===== src/rtl/mdu_iter_if.sv =====
// Request/response bundle between the core and the iterative RV32M multiply/divide unit.
// The core drives the request side (master); the unit drives busy/done/res (slave).
interface mdu_iter_if #(
    parameter int WIDTH = 32
);
    logic             start;
    logic             kill;
    logic [2:0]       funct3;
    logic [WIDTH-1:0] a;
    logic [WIDTH-1:0] b;
    logic             busy;
    logic             done;
    logic [WIDTH-1:0] res;

    modport master (output start, kill, funct3, a, b, input busy, done, res);
    modport slave  (input start, kill, funct3, a, b, output busy, done, res);
endinterface


===== src/rtl/mdu_iter.sv =====
// Iterative RV32M multiply/divide: radix-2 shift-add multiply and restoring divide on magnitudes,
// 32 steps each. Optional macro MDU_EARLY_OUT_EN finishes divide-by-zero and signed overflow in 1 cycle.
module mdu_iter #(
    parameter int WIDTH = 32
) (
    input  logic        clk,
    input  logic        rst_n,
    mdu_iter_if.slave   bus
);
    localparam logic [WIDTH-1:0] MIN_NEG = {1'b1, {(WIDTH-1){1'b0}}};

    typedef enum logic [1:0] {IDLE, CALC, DONE} state_t;

    state_t             state_reg;
    logic               busy_reg;
    logic               done_reg;
    logic [WIDTH-1:0]   res_reg;
    logic [4:0]         cnt_reg;
    logic [2:0]         op_reg;
    logic               neg_reg;
    logic               special_reg;
    logic [WIDTH-1:0]   spec_res_reg;
    logic [WIDTH-1:0]   opnd_reg;      // multiplicand or divisor magnitude
    logic [2*WIDTH-1:0] acc_reg;       // {product hi, multiplier} or {remainder, dividend}

    // Operand decode for a new request
    logic             a_sgn, b_sgn, a_neg, b_neg, sign_in;
    logic             is_div0, is_ovf, is_special;
    logic [WIDTH-1:0] a_mag, b_mag, spec_res;

    always_comb begin
        a_sgn      = (bus.funct3 == 3'b001) || (bus.funct3 == 3'b010) ||
                     (bus.funct3 == 3'b100) || (bus.funct3 == 3'b110);
        b_sgn      = (bus.funct3 == 3'b001) || (bus.funct3 == 3'b100) || (bus.funct3 == 3'b110);
        a_neg      = a_sgn && bus.a[WIDTH-1];
        b_neg      = b_sgn && bus.b[WIDTH-1];
        a_mag      = a_neg ? (~bus.a + 1'b1) : bus.a;
        b_mag      = b_neg ? (~bus.b + 1'b1) : bus.b;
        // Remainder takes the dividend's sign; quotient and product take the XOR.
        sign_in    = (bus.funct3[2] && bus.funct3[1]) ? a_neg : (a_neg ^ b_neg);
        is_div0    = bus.funct3[2] && (bus.b == '0);
        is_ovf     = ((bus.funct3 == 3'b100) || (bus.funct3 == 3'b110)) &&
                     (bus.a == MIN_NEG) && (bus.b == '1);
        is_special = is_div0 || is_ovf;
        if (is_div0)
            spec_res = bus.funct3[1] ? bus.a : '1;
        else
            spec_res = bus.funct3[1] ? '0 : MIN_NEG;
    end

    // One iteration step plus the sign-fixed result it would produce
    logic [WIDTH:0]     mul_sum;
    logic [2*WIDTH-1:0] mul_next;
    logic [WIDTH:0]     div_diff;
    logic [2*WIDTH-1:0] div_next;
    logic [2*WIDTH-1:0] step_next;
    logic [2*WIDTH-1:0] prod_fix;
    logic [WIDTH-1:0]   div_sel, mul_res, div_res, final_res;

    always_comb begin
        mul_sum   = {1'b0, acc_reg[2*WIDTH-1:WIDTH]} + (acc_reg[0] ? {1'b0, opnd_reg} : '0);
        mul_next  = {mul_sum, acc_reg[WIDTH-1:1]};
        div_diff  = acc_reg[2*WIDTH-1:WIDTH-1] - {1'b0, opnd_reg};
        div_next  = div_diff[WIDTH] ? {acc_reg[2*WIDTH-2:0], 1'b0}
                                    : {div_diff[WIDTH-1:0], acc_reg[WIDTH-2:0], 1'b1};
        step_next = op_reg[2] ? div_next : mul_next;
        prod_fix  = neg_reg ? (~step_next + 1'b1) : step_next;
        mul_res   = (op_reg[1:0] == 2'b00) ? prod_fix[WIDTH-1:0] : prod_fix[2*WIDTH-1:WIDTH];
        div_sel   = op_reg[1] ? step_next[2*WIDTH-1:WIDTH] : step_next[WIDTH-1:0];
        div_res   = neg_reg ? (~div_sel + 1'b1) : div_sel;
        final_res = special_reg ? spec_res_reg : (op_reg[2] ? div_res : mul_res);
    end

    always_ff @(posedge clk or negedge rst_n) begin
        if (!rst_n) begin
            state_reg    <= IDLE;
            busy_reg     <= 1'b0;
            done_reg     <= 1'b0;
            res_reg      <= '0;
            cnt_reg      <= '0;
            op_reg       <= '0;
            neg_reg      <= 1'b0;
            special_reg  <= 1'b0;
            spec_res_reg <= '0;
            opnd_reg     <= '0;
            acc_reg      <= '0;
        end else if (bus.kill) begin
            state_reg <= IDLE;
            busy_reg  <= 1'b0;
            done_reg  <= 1'b0;
            cnt_reg   <= '0;
        end else begin
            case (state_reg)
                CALC: begin
                    acc_reg <= step_next;
                    cnt_reg <= cnt_reg + 5'd1;
                    if (cnt_reg == 5'd31) begin
                        state_reg <= DONE;
                        busy_reg  <= 1'b0;
                        done_reg  <= 1'b1;
                        res_reg   <= final_res;
                    end
                end
                default: begin
                    // IDLE and DONE both accept a new request
                    done_reg <= 1'b0;
                    if (bus.start) begin
                        op_reg       <= bus.funct3;
                        neg_reg      <= sign_in;
                        special_reg  <= is_special;
                        spec_res_reg <= spec_res;
                        opnd_reg     <= bus.funct3[2] ? b_mag : a_mag;
                        acc_reg      <= {{WIDTH{1'b0}}, (bus.funct3[2] ? a_mag : b_mag)};
                        cnt_reg      <= '0;
`ifdef MDU_EARLY_OUT_EN
                        if (is_special) begin
                            state_reg <= DONE;
                            busy_reg  <= 1'b0;
                            done_reg  <= 1'b1;
                            res_reg   <= spec_res;
                        end else begin
                            state_reg <= CALC;
                            busy_reg  <= 1'b1;
                        end
`else
                        state_reg <= CALC;
                        busy_reg  <= 1'b1;
`endif
                    end else begin
                        state_reg <= IDLE;
                    end
                end
            endcase
        end
    end

    assign bus.busy = busy_reg;
    assign bus.done = done_reg;
    assign bus.res  = res_reg;
endmodule


===== src/flat_wrapper.sv =====
// flat-port wrapper written by rule: the top's interface ports become plain ports
module mdu_iter_flat 
#(
    parameter int WIDTH = 32
)
  (clk, rst_n, bus_start, bus_kill, bus_funct3, bus_a, bus_b, bus_busy, bus_done, bus_res);
  mdu_iter_if #(.WIDTH(WIDTH)) bus_i ();
  input  logic clk;
  input  logic rst_n;
  input wire logic [$bits(bus_i.start)-1:0] bus_start;
  input wire logic [$bits(bus_i.kill)-1:0] bus_kill;
  input wire logic [$bits(bus_i.funct3)-1:0] bus_funct3;
  input wire logic [$bits(bus_i.a)-1:0] bus_a;
  input wire logic [$bits(bus_i.b)-1:0] bus_b;
  output wire logic [$bits(bus_i.busy)-1:0] bus_busy;
  output wire logic [$bits(bus_i.done)-1:0] bus_done;
  output wire logic [$bits(bus_i.res)-1:0] bus_res;
  assign bus_i.start = bus_start;
  assign bus_i.kill = bus_kill;
  assign bus_i.funct3 = bus_funct3;
  assign bus_i.a = bus_a;
  assign bus_i.b = bus_b;
  assign bus_busy = bus_i.busy;
  assign bus_done = bus_i.done;
  assign bus_res = bus_i.res;
  mdu_iter #(.WIDTH(WIDTH)) u_core (.clk(clk), .rst_n(rst_n), .bus(bus_i));
endmodule

===== config.mk =====
export PLATFORM = sky130hd
export DESIGN_NAME = mdu_iter_flat
export DESIGN_NICKNAME = d
export VERILOG_FILES = /design/src/rtl/mdu_iter_if.sv /design/src/rtl/mdu_iter.sv /design/src/flat_wrapper.sv
export SDC_FILE = /design/constraint.sdc
export NUM_CORES = 1
export LEC_CHECK = 0
export ABC_AREA = 0
export CORE_ASPECT_RATIO = 0.6
export CORE_MARGIN = 5
export CORE_UTILIZATION = 46
export CTS_CLUSTER_SIZE = 10
export DETAILED_ROUTE_END_ITERATION = 7
export DONT_BUFFER_PORTS = 1
export GPL_ROUTABILITY_DRIVEN = 0
export PLACE_DENSITY_LB_ADDON = 0.15
export SKIP_CTS_REPAIR_TIMING = 1
export SYNTH_ARGS = -nofsm -noshare
export SYNTH_HDL_FRONTEND = slang
export SYNTH_SLANG_ARGS = --single-unit
export TNS_END_PERCENT = 5

===== constraint.sdc =====
create_clock -name clk -period 8.15 [get_ports clk]
set_clock_uncertainty 0.05 [all_clocks]
set_input_delay 1.63 -clock clk [delete_from_list [all_inputs] [get_ports clk]]
set_output_delay 1.63 -clock clk [all_outputs]
set_load 0.1 [all_outputs]

* Word-level counts from Yosys, hierarchy flattened *
Cells that the tools add are included.
Widths: inputs -> output; s select.

word-level totals
  flip-flop bits (word level) = 174
  latch bits = 0
  memory bits (writable) = 0
  bits in read-only memories = 0
  input port bits = 71
  output and inout port bits = 34
  word-level logic and storage cells = 88
  memories = 0

cells by class
  add/subtract/negate cells = 7
  $mul = 0
  divide/modulo/power cells = 0
  order comparisons = 0
  equal/unequal tests = 9
  shifts and indexed selects = 0
  mux-type cells = 33
  bitwise logic cells = 7
  reduce and logical (&&, ||, !) cells = 21

operators by type and width
  operator               number
  $mux 32                13
  $mux 64                5
  $add 32x1->32 const B  3
  $not 32->32            3
  $add 64x1->64 const B  1
  $eq 32x32->1 const B   2
  $not 64->64            1
  $add 32x33->33         1
  $sub 33x32->33         1
  $logic_not 32->1       1
  $mux 5                 3
  $mux 1                 9
  $logic_or 1x1->1       7
  $eq 3x3->1 const B     2
  $logic_and 1x1->1      6
  $mux 2                 3
  $reduce_and 3->1       2
  $add 5x1->5 const B    1
  $eq 5x5->1 const B     1
  $reduce_and 2->1       2
  $eq 3x1->1 const B     1
  $eq 3x2->1 const B     1
  $ne 3x2->1 const B     1
  $reduce_bool 3->1      1
  5 further kinds        6

* Longest topological paths before layout *
Gate-level depths: netlist of run 1.

  depth in word-level cells = 9
  gate-level depth with buffers = 21

* Worst setup path before layout of run 1 *
OpenSTA, ideal clock, no wires.

  path kind = register to register
  start = register u_core.acc_reg[31]
  end = register u_core.res_reg[31] (netlist: u_core.bus.res[31])
  library setup time = 0.095 ns
  arrival = 5.116 ns
  path slack = 2.888 ns
  cell stages (with the launch flop) = 17
  buffers on the path = 0
  clock period less this slack = 5.262 ns
  cell sequence = dfrtp_1 -> inv_1 -> ha_1 -> fa_1 -> nand2b_1 -> a211oi_2 -> o2111ai_2 -> a21o_1 -> a211oi_4 -> mux2_4 -> mux4_2 -> or3_1 -> or4_4 -> or3_4 -> and3_1 -> o41a_1 -> o31ai_1

between the ends
  word-level cells in the longest chain between the ends = 9
  elaborated cells on any way between the ends = 13
  classes of those cells = add/sub: 3; mux: 8; bitwise: 2

RTL lines
  what                                                 line                            source
  start, declared                                      mdu_iter.sv:24                  logic [2*WIDTH-1:0] acc_reg;
  start signal, assigned                               mdu_iter.sv:95                  acc_reg <= step_next;
  start signal, assigned                               mdu_iter.sv:113                 acc_reg <= {{WIDTH{1'b0}}, (bus.funct3[2] ? a_mag : b_mag)};
  $sub 33x32->33                                       mdu_iter.sv:63                  div_diff = acc_reg[2*WIDTH-1:WIDTH-1] - {1'b0, opnd_reg};
  $mux 64                                              mdu_iter.sv:64                  div_next = div_diff[WIDTH] ? {acc_reg[2*WIDTH-2:0], 1'b0}
  $mux 64 *                                            mdu_iter.sv:66                  step_next = op_reg[2] ? div_next : mul_next;
  $not 64->64 / $mux 32 (equally long branches)        mdu_iter.sv:67, mdu_iter.sv:69
  $add 64x1->64 / $not 32->32 (equally long branches)  mdu_iter.sv:67, mdu_iter.sv:70
  $mux 64 / $add 32x1->32 (equally long branches)      mdu_iter.sv:67, mdu_iter.sv:70
  $mux 32, on equally long branches                    mdu_iter.sv:68, mdu_iter.sv:70
  $mux 32 * (2 in series)                              mdu_iter.sv:71                  final_res = special_reg ? spec_res_reg : (op_reg[2] ? div_res : mul_res);
  end signal, assigned                                 mdu_iter.sv:101                 res_reg <= final_res;
  end, declared                                        mdu_iter.sv:17                  logic [WIDTH-1:0] res_reg;

Every way passes the cells marked *; elsewhere a longest branch is shown, timed or not.
A chain may end at the register's enable or synchronous reset.

* Worst setup path in the final report of run 1 *
  start = register u_core.acc_reg[31]
  end = register u_core.res_reg[24] (netlist: u_core.bus.res[24])

Same word-level chain as after synthesis.

==> metrics.md, run 1 <==
| Metric | Value |
|---|---|
| Vias in the first global route | `~18,000` |
| Share of layout cells above drive strength 1 | `5.824%` |
| Area fraction of the dominant cell type after synthesis | `about a quarter` |
| Setup total negative slack | `0 ns` |
| Area contributors post-synth | `dfrtp_1 (24%), nand2_1 (6.7%), o21ai_0 (6.5%), a21oi_1 (5.9%), ha_1 (4.8%)` |
| Crit start category | `flop` |
| Slew headroom | `less than 1%` |
| Register area share after synthesis | `roughly a quarter` |
| Crit. Startpoint | `u_core.acc_reg[31]` |
| Most used DFF post-synth | `dfrtp_1` |
| Power Density | `about 350 nW/um^2` |
| Routed via count | `a little over 20,000` |
| Post-placement cell count | `2,894` |
| Reg2Reg Capture Point | `u_core.bus.res[24]` |
| Clock latency on the worst-skew pair | `0.47 ns` |
| Cells after Synth | `approximately 2,500` |
| Layout area overhead | `4.928%` |
| Initial Util | `a little under half` |
| Final Routed Wirelength | `just under 80 mm` |
| Final setup vio count | `0` |
| Top-count cell post-synth | `nand2_1` |
| Syn nets | `about 2,600` |
| Die Ht | `roughly 160 um` |
| All-layer global routing usage | `between 30% and 40%` |
| Input/output buffers | `0` |
| Synth Area in Adders | `about 5.1%` |
| CP required | `about 8.4 ns` |
| First-pass DRT Iterations | `8` |
| Fin. Hold Viols | `0` |
| Worst setup path endpoint | `u_core.bus.res[24]` |
| Crit path capture type | `flop` |
| Unrepaired setup endpoints after global routing | `no` |
| Root Driver | `clkbuf_16` |
| Fraction of the mapped netlist area in compound gates | `roughly 30%` |
| Period utilization | `76.58%` |
| Hold_ws | `0.4273 ns` |
| Fmax | `160.2 MHz` |
| Util after Layout | `a little under 50%` |
| Post-synth cell types | `around 100` |
| Setup slack after layout | `roughly 1.9 ns` |
| WS Path Type | `flop to flop` |
| Avg Vias per Cell | `between 6 and 7` |
| Largest net degree at the start of global routing | `about 170` |
| Synthesized area per cell | `between 7 and 8 sq um` |
| H-Tree Depth | `4` |
| Status | `finished with violations` |
| Max FO, Critical Path | `7` |
| Clock sink count | `around 170` |
| Reg2reg start | `u_core.acc_reg[31]` |
| Final count of pins violating max slew | `0` |
| Final instance area | `19,290 sq um` |
| Largest family of logic cells by synthesized area | `compound AO/OA/AOI/OAI gates` |
| Setup slack, reg-to-reg | `1.91 ns` |
| Fraction of the mapped netlist area in simple logic gates | `23.76%` |
| Core box area | `slightly below 40,000 sq um` |
| Max reg flops | `64` |
| Pleak | `approximately 8 nW` |
| Total congestion overflow | `0` |
| Clk buf depth | `2` |
| # rows | `56` |
| Synth Cell Area | `about 18,000 sq um` |
| Post-synth top area cell | `dfrtp_1` |
| Final Non-Filler Cells | `around 2,900` |
| Mux cell area share after synthesis | `5.507%` |
| Total power | `a little under 7 mW` |
| Area after DPL | `roughly 19,000 sq um` |
| R2R cell count | `19` |
| Worst-path clk slew | `0.08 ns` |
| Die area | `44,190 sq um` |
| Dpl hpwl | `61.40 mm` |
| CP arrival | `approximately 6.5 ns` |
| WL/cell | `26.99 um` |
| DP Worst Slack | `roughly 2.2 ns` |
| Maximum vdd drop | `approximately 0.00015 V` |
| #FFs+latches synth | `173` |
| Xor and xnor area share after synthesis | `7.624%` |
| DR DRC count | `4` |
| Fraction of registers with async set/reset | `100.0%` |
| Die X | `roughly 270 um` |
| Post-synth EDFFs | `0` |
| Slew @ Worst Pin | `between 1 and 1.5 ns` |
| Net count reported at finish | `~2,500` |
| First-pass GRT wire length | `approximately 120 mm` |
| Top cells by count, synth | `nand2_1 (328), o21ai_0 (237), nor2_1 (223)` |
| Worst Hold Class | `flop to flop` |
| DR iter-0 viols | `roughly 3,600` |
| Post-DRT Antenna Nets | `0` |
| CTS tree | `done` |
| IO Pins | `approximately 110` |
| Crit path time final | `between 6 and 7 ns` |
| Yosys warning total | `0` |
| Initial antenna violation count | `7` |
| Max-cap violations | `1` |
| CTS buffer count | `17` |
| Failing checks | `design-rule violations, max-capacitance violations` |
==> layout by cell type (no fill, tap or decap), types with 21 or more instances in the layout <==
cell type,count
or3_1,26
o31ai_1,72
ha_1,71
a21oi_1,216
o21ai_0,237
nor2_1,219
dfrtp_1,170
nand3_1,38
inv_1,67
a21o_1,28
a31oi_1,32
xor2_1,79
buf_4,28
nand2_1,327
mux2i_1,58
nand2b_1,21
xnor2_1,81
o211ai_1,33
a22o_1,21
and2_1,47
nand4_1,28
nor3_1,72
mux2_2,32
a211oi_1,31
nor2b_1,40
==> how the worst min path moves through the flow <==
| stage | slack (ns) | end | cells after the start | from |
|---|---|---|---|---|
| floorplan | 0.39 | u_core.spec_res_reg[4] | 2 | u_core.spec_res_reg[4] |
| global placement | 0.41 | u_core.spec_res_reg[7] | 2 | u_core.spec_res_reg[7] |
| detailed placement | 0.41 | u_core.spec_res_reg[4] | 2 | u_core.spec_res_reg[4] |
| CTS | 0.43 | u_core.spec_res_reg[4] | 2 | u_core.spec_res_reg[4] |
| global route | 0.45 | u_core.spec_res_reg[4] | 2 | u_core.spec_res_reg[4] |
| finish | 0.43 | u_core.spec_res_reg[8] | 2 | u_core.spec_res_reg[8] |
==> routing by layer <==
metal | up-vias | share of wire, % | global-route usage, %
met5 | - | 0.13 | 1.014
met4 | 8 | 3.3 | 10.04
met3 | 167 | 16 | 13.79
met2 | 1437 | 37 | 45.05
met1 | 9572 | 43 | 52.14
li1 | 8930 | - | -
==> cells by family (layout without fill, tap and decap cells) <==
kind of cell	count (synthesis)	count (layout)
simple gates	920	920
compound gates	853	853
xor+xnor	160	160
flops	173	173
other cells	0	3
buf+inv	229	131
fa+ha+maj	73	73
mux	94	94
==> where the power goes <==
part / total (mW) / internal, mW / switching (mW) / leakage (nW)
logic: 4.58 / 1.53 / 3.05 / 5.23
registers: 1.27 / 0.998 / 0.273 / 2.26
clock network: 0.885 / 0.451 / 0.434 / 0.292
total: 6.74 / 2.98 / 3.76 / 7.78
==> critical path, stage by stage, from the launching register on <==
cell and delay (ns):
dfrtp_1 0.56, inv_1 0.17, ha_1 0.26, fa_1 0.40
nand2b_1 0.24, a211oi_2 0.26, o2111ai_2 0.22, a21o_1 0.31
a2111oi_2 1.23, a21oi_1 0.24, ha_1 0.33, nand2_1 0.14
or4_1 0.13, nor2_1 0.08, o211ai_1 0.26, nand3b_1 0.45
o21ai_0 0.18, xnor2_1 0.20, o31ai_1 0.25, o311ai_1 0.13
==> cell type report <==
type                            instances  area [sq um]
Antenna cell                            3         7.507
Clock buffer                           19         452.9
Clock inverter                         13         146.4
Fill cell                            3983         19950
Inverter                               71         266.5
Multi-Input combinational cell       2100         13220
Sequential cell                       173          4335
Tap cell                              522         653.1
Timing Repair Buffer                   28         210.2
(Power assumes the default switching activity.)
==> run 2, diff against run 1 <==
clock period = 5.6 ns   (was 8.15 ns; I/O delays follow)
==> run 2 against run 1 <==
  * Worst hold slack worse by 0.14 ns
  * Total power is 53% higher
  * The run now ends clean
  * Highest routed layer unchanged
  * Clock power rose by 32%
  * Largest power group unchanged
==> metrics.md, run 2 (synthesis results as in run 1) <==
| Metric | Value |
|---|---|
| Status | `finished clean (was finished with violations)` |
| First-pass GRT wire length | `117.9 mm (was 116.6 mm)` |
| WL/cell | `26.86 um (was 26.99 um)` |
| Max FO, Critical Path | `28 (was 7)` |
| Setup slack, reg-to-reg | `0.06 ns (was 1.91 ns)` |
| Post-DRT Antenna Nets | `0 (unchanged)` |
| Crit start category | `flop (unchanged)` |
| IO Pins | `105 (unchanged)` |
| Routed via count | `20,620 (was 20,110)` |
| Die Ht | `164.8 um (unchanged)` |
| Power Density | `516.5 nW/um^2 (was 349.3 nW/um^2)` |
| Clock sink count | `173 (unchanged)` |
| Input/output buffers | `0 (unchanged)` |
| CTS buffer count | `17 (unchanged)` |
| DR iter-0 viols | `3,462 (was 3,575)` |
| Die X | `268.1 um (unchanged)` |
| DR DRC count | `0 (was 4)` |
| Final Routed Wirelength | `80.69 mm (was 79.05 mm)` |
| Fill cells | `3,864 (was 3,983)` |
| CP arrival | `5.86 ns (was 6.52 ns)` |
| Commonest non-fill, non-tap cell in the layout | `nand2_1 (unchanged)` |
| Max-cap violations | `0 (was 1)` |
| Core box area | `39,240 sq um (unchanged)` |
| Crit path time final | `5.540 ns (was 6.241 ns)` |
| Setup slack after layout | `0.05958 ns (was 1.909 ns)` |
| Final setup vio count | `0 (unchanged)` |
| Setup total negative slack | `0 ns (unchanged)` |
| Fin. Hold Viols | `0 (unchanged)` |
| Commonest non-fill, non-tap cells in the layout | `nand2_1 (327), o21ai_0 (237), nor2_1 (221) (was nand2_1 (327), o21ai_0 (237), nor2_1 (219))` |
| WS Path Type | `flop to flop (unchanged)` |
| Slew @ Worst Pin | `1.155 ns (was 1.490 ns)` |
| Total congestion overflow | `0 (unchanged)` |
| Die area | `44,190 sq um (unchanged)` |
| First-pass DRT Iterations | `6 (was 8)` |
| Initial Util | `46.85% (unchanged)` |
| DP Worst Slack | `0.01129 ns (was 2.201 ns)` |
| Worst-path clk slew | `0.08 ns (about the same)` |
| Dpl hpwl | `63.48 mm (was 61.40 mm)` |
| Root Driver | `clkbuf_16 (unchanged)` |
| Net count reported at finish | `2,614 (was 2,535)` |
| Crit path capture type | `flop (unchanged)` |
| Reg2reg start | `u_core.acc_reg[0] (was u_core.acc_reg[31])` |
| Clock latency on the worst-skew pair | `0.47 ns (about the same)` |
| Share of layout cells above drive strength 1 | `9.508% (was 5.824%)` |
| CP required | `5.92 ns (was 8.43 ns)` |
| Period utilization | `98.94% (was 76.58%)` |
| Maximum vdd drop | `0.0002091 V (was 0.0001508 V)` |
| Clk buf depth | `2 (unchanged)` |
| Final count of pins violating max slew | `0 (unchanged)` |
| Avg Vias per Cell | `6.863 (was 6.867)` |
| Util after Layout | `50.80% (was 49.16%)` |
| Max reg flops | `64 (unchanged)` |
| Initial antenna violation count | `9 (was 7)` |
| Pleak | `8.158 nW (was 7.784 nW)` |
| Fmax | `180.5 MHz (was 160.2 MHz)` |
| Slew headroom | `22.82% (was 0.4911%)` |
| All-layer global routing usage | `35.03% (was 34.77%)` |
| CTS tree | `done (unchanged)` |
| H-Tree Depth | `4 (unchanged)` |
| Layout area overhead | `8.441% (was 4.928%)` |
| R2R cell count | `16 (was 19)` |
| Worst Hold Class | `input port to asynchronous set/reset pin (was flop to flop)` |
| Vias in the first global route | `18,250 (was 18,110)` |
| # rows | `56 (unchanged)` |
| Reg2Reg Capture Point | `u_core.bus.res[31] (was u_core.bus.res[24])` |
| Antenna Cells | `0 (was 3)` |
| Largest net degree at the start of global routing | `174 (unchanged)` |
-- run 2: critical path, stage by stage (launching register included) --
cell     delay (ns)
dfrtp_1        0.52
buf_6          0.29
and2_1         0.24
ha_1           0.42
a21oi_2        0.28
o21ai_0        0.17
or3_1          0.33
o21ba_2        0.28
xnor2_1        0.27
o22ai_1        0.14
a31o_1         0.26
a221o_1        0.37
or4_4          0.58
or3_4          0.42
and3_1         0.17
o41a_1         0.42
o31ai_1        0.23
-- run 2: worst max-delay path by stage --
stage / to / slack (ns) / startpoint / depth (start not counted)
floorplan: u_core.bus.res[31] / 0.34 / u_core.acc_reg[31] / 16
global placement: u_core.bus.res[31] / 0.09 / u_core.acc_reg[0] / 14
detailed placement: u_core.bus.res[31] / 0.01 / u_core.acc_reg[0] / 16
CTS: u_core.bus.res[31] / -0.03 / u_core.acc_reg[0] / 16
global route: u_core.bus.res[31] / -0.003 / u_core.acc_reg[0] / 16
finish: u_core.bus.res[31] / 0.06 / u_core.acc_reg[0] / 16
-- run 2: layout make-up --
type | instances | area [sq um] | share of cell area [%]
Sequential cell | 173 | 4337 | 21.76
Timing Repair Buffer | 107 | 854.6 | 4.287
Tap cell | 522 | 653.1 | 3.277
Clock buffer | 18 | 429.2 | 2.153
Multi-Input combinational cell | 2100 | 13290 | 66.67
Clock inverter | 13 | 103.9 | 0.5210
Inverter | 71 | 266.5 | 1.337
-- run 2: per-layer routing --
metal  track usage, %  wire length (um)  up-vias
met4            7.869              2052       10
met3            13.27             13260      160
li1                 -                 -     9097
met2            45.98             30270     1524
met5                0                69        -
met1            53.43             35030     9825
-- run 2: power by group --
group | leakage [nW] | switching [mW] | internal [mW]
Clock | 0.259 | 0.591 | 0.576
Combinational | 5.64 | 4.70 | 2.60
Sequential | 2.26 | 0.378 | 1.45
Total | 8.16 | 5.67 | 4.63
-- run 2: stage by stage --
step	hold WS (ns)	power, mW	cell area, sq um	cells
after floorplan	0.3908	6.260	18380	2502
after global routing	0.2827	10.74	19930	3004
after detailed placement	0.4133	8.568	19230	2967
after global placement	0.4070	8.488	19230	2967
after CTS	0.2806	9.747	19770	2998
final	0.2885	10.30	19930	3004
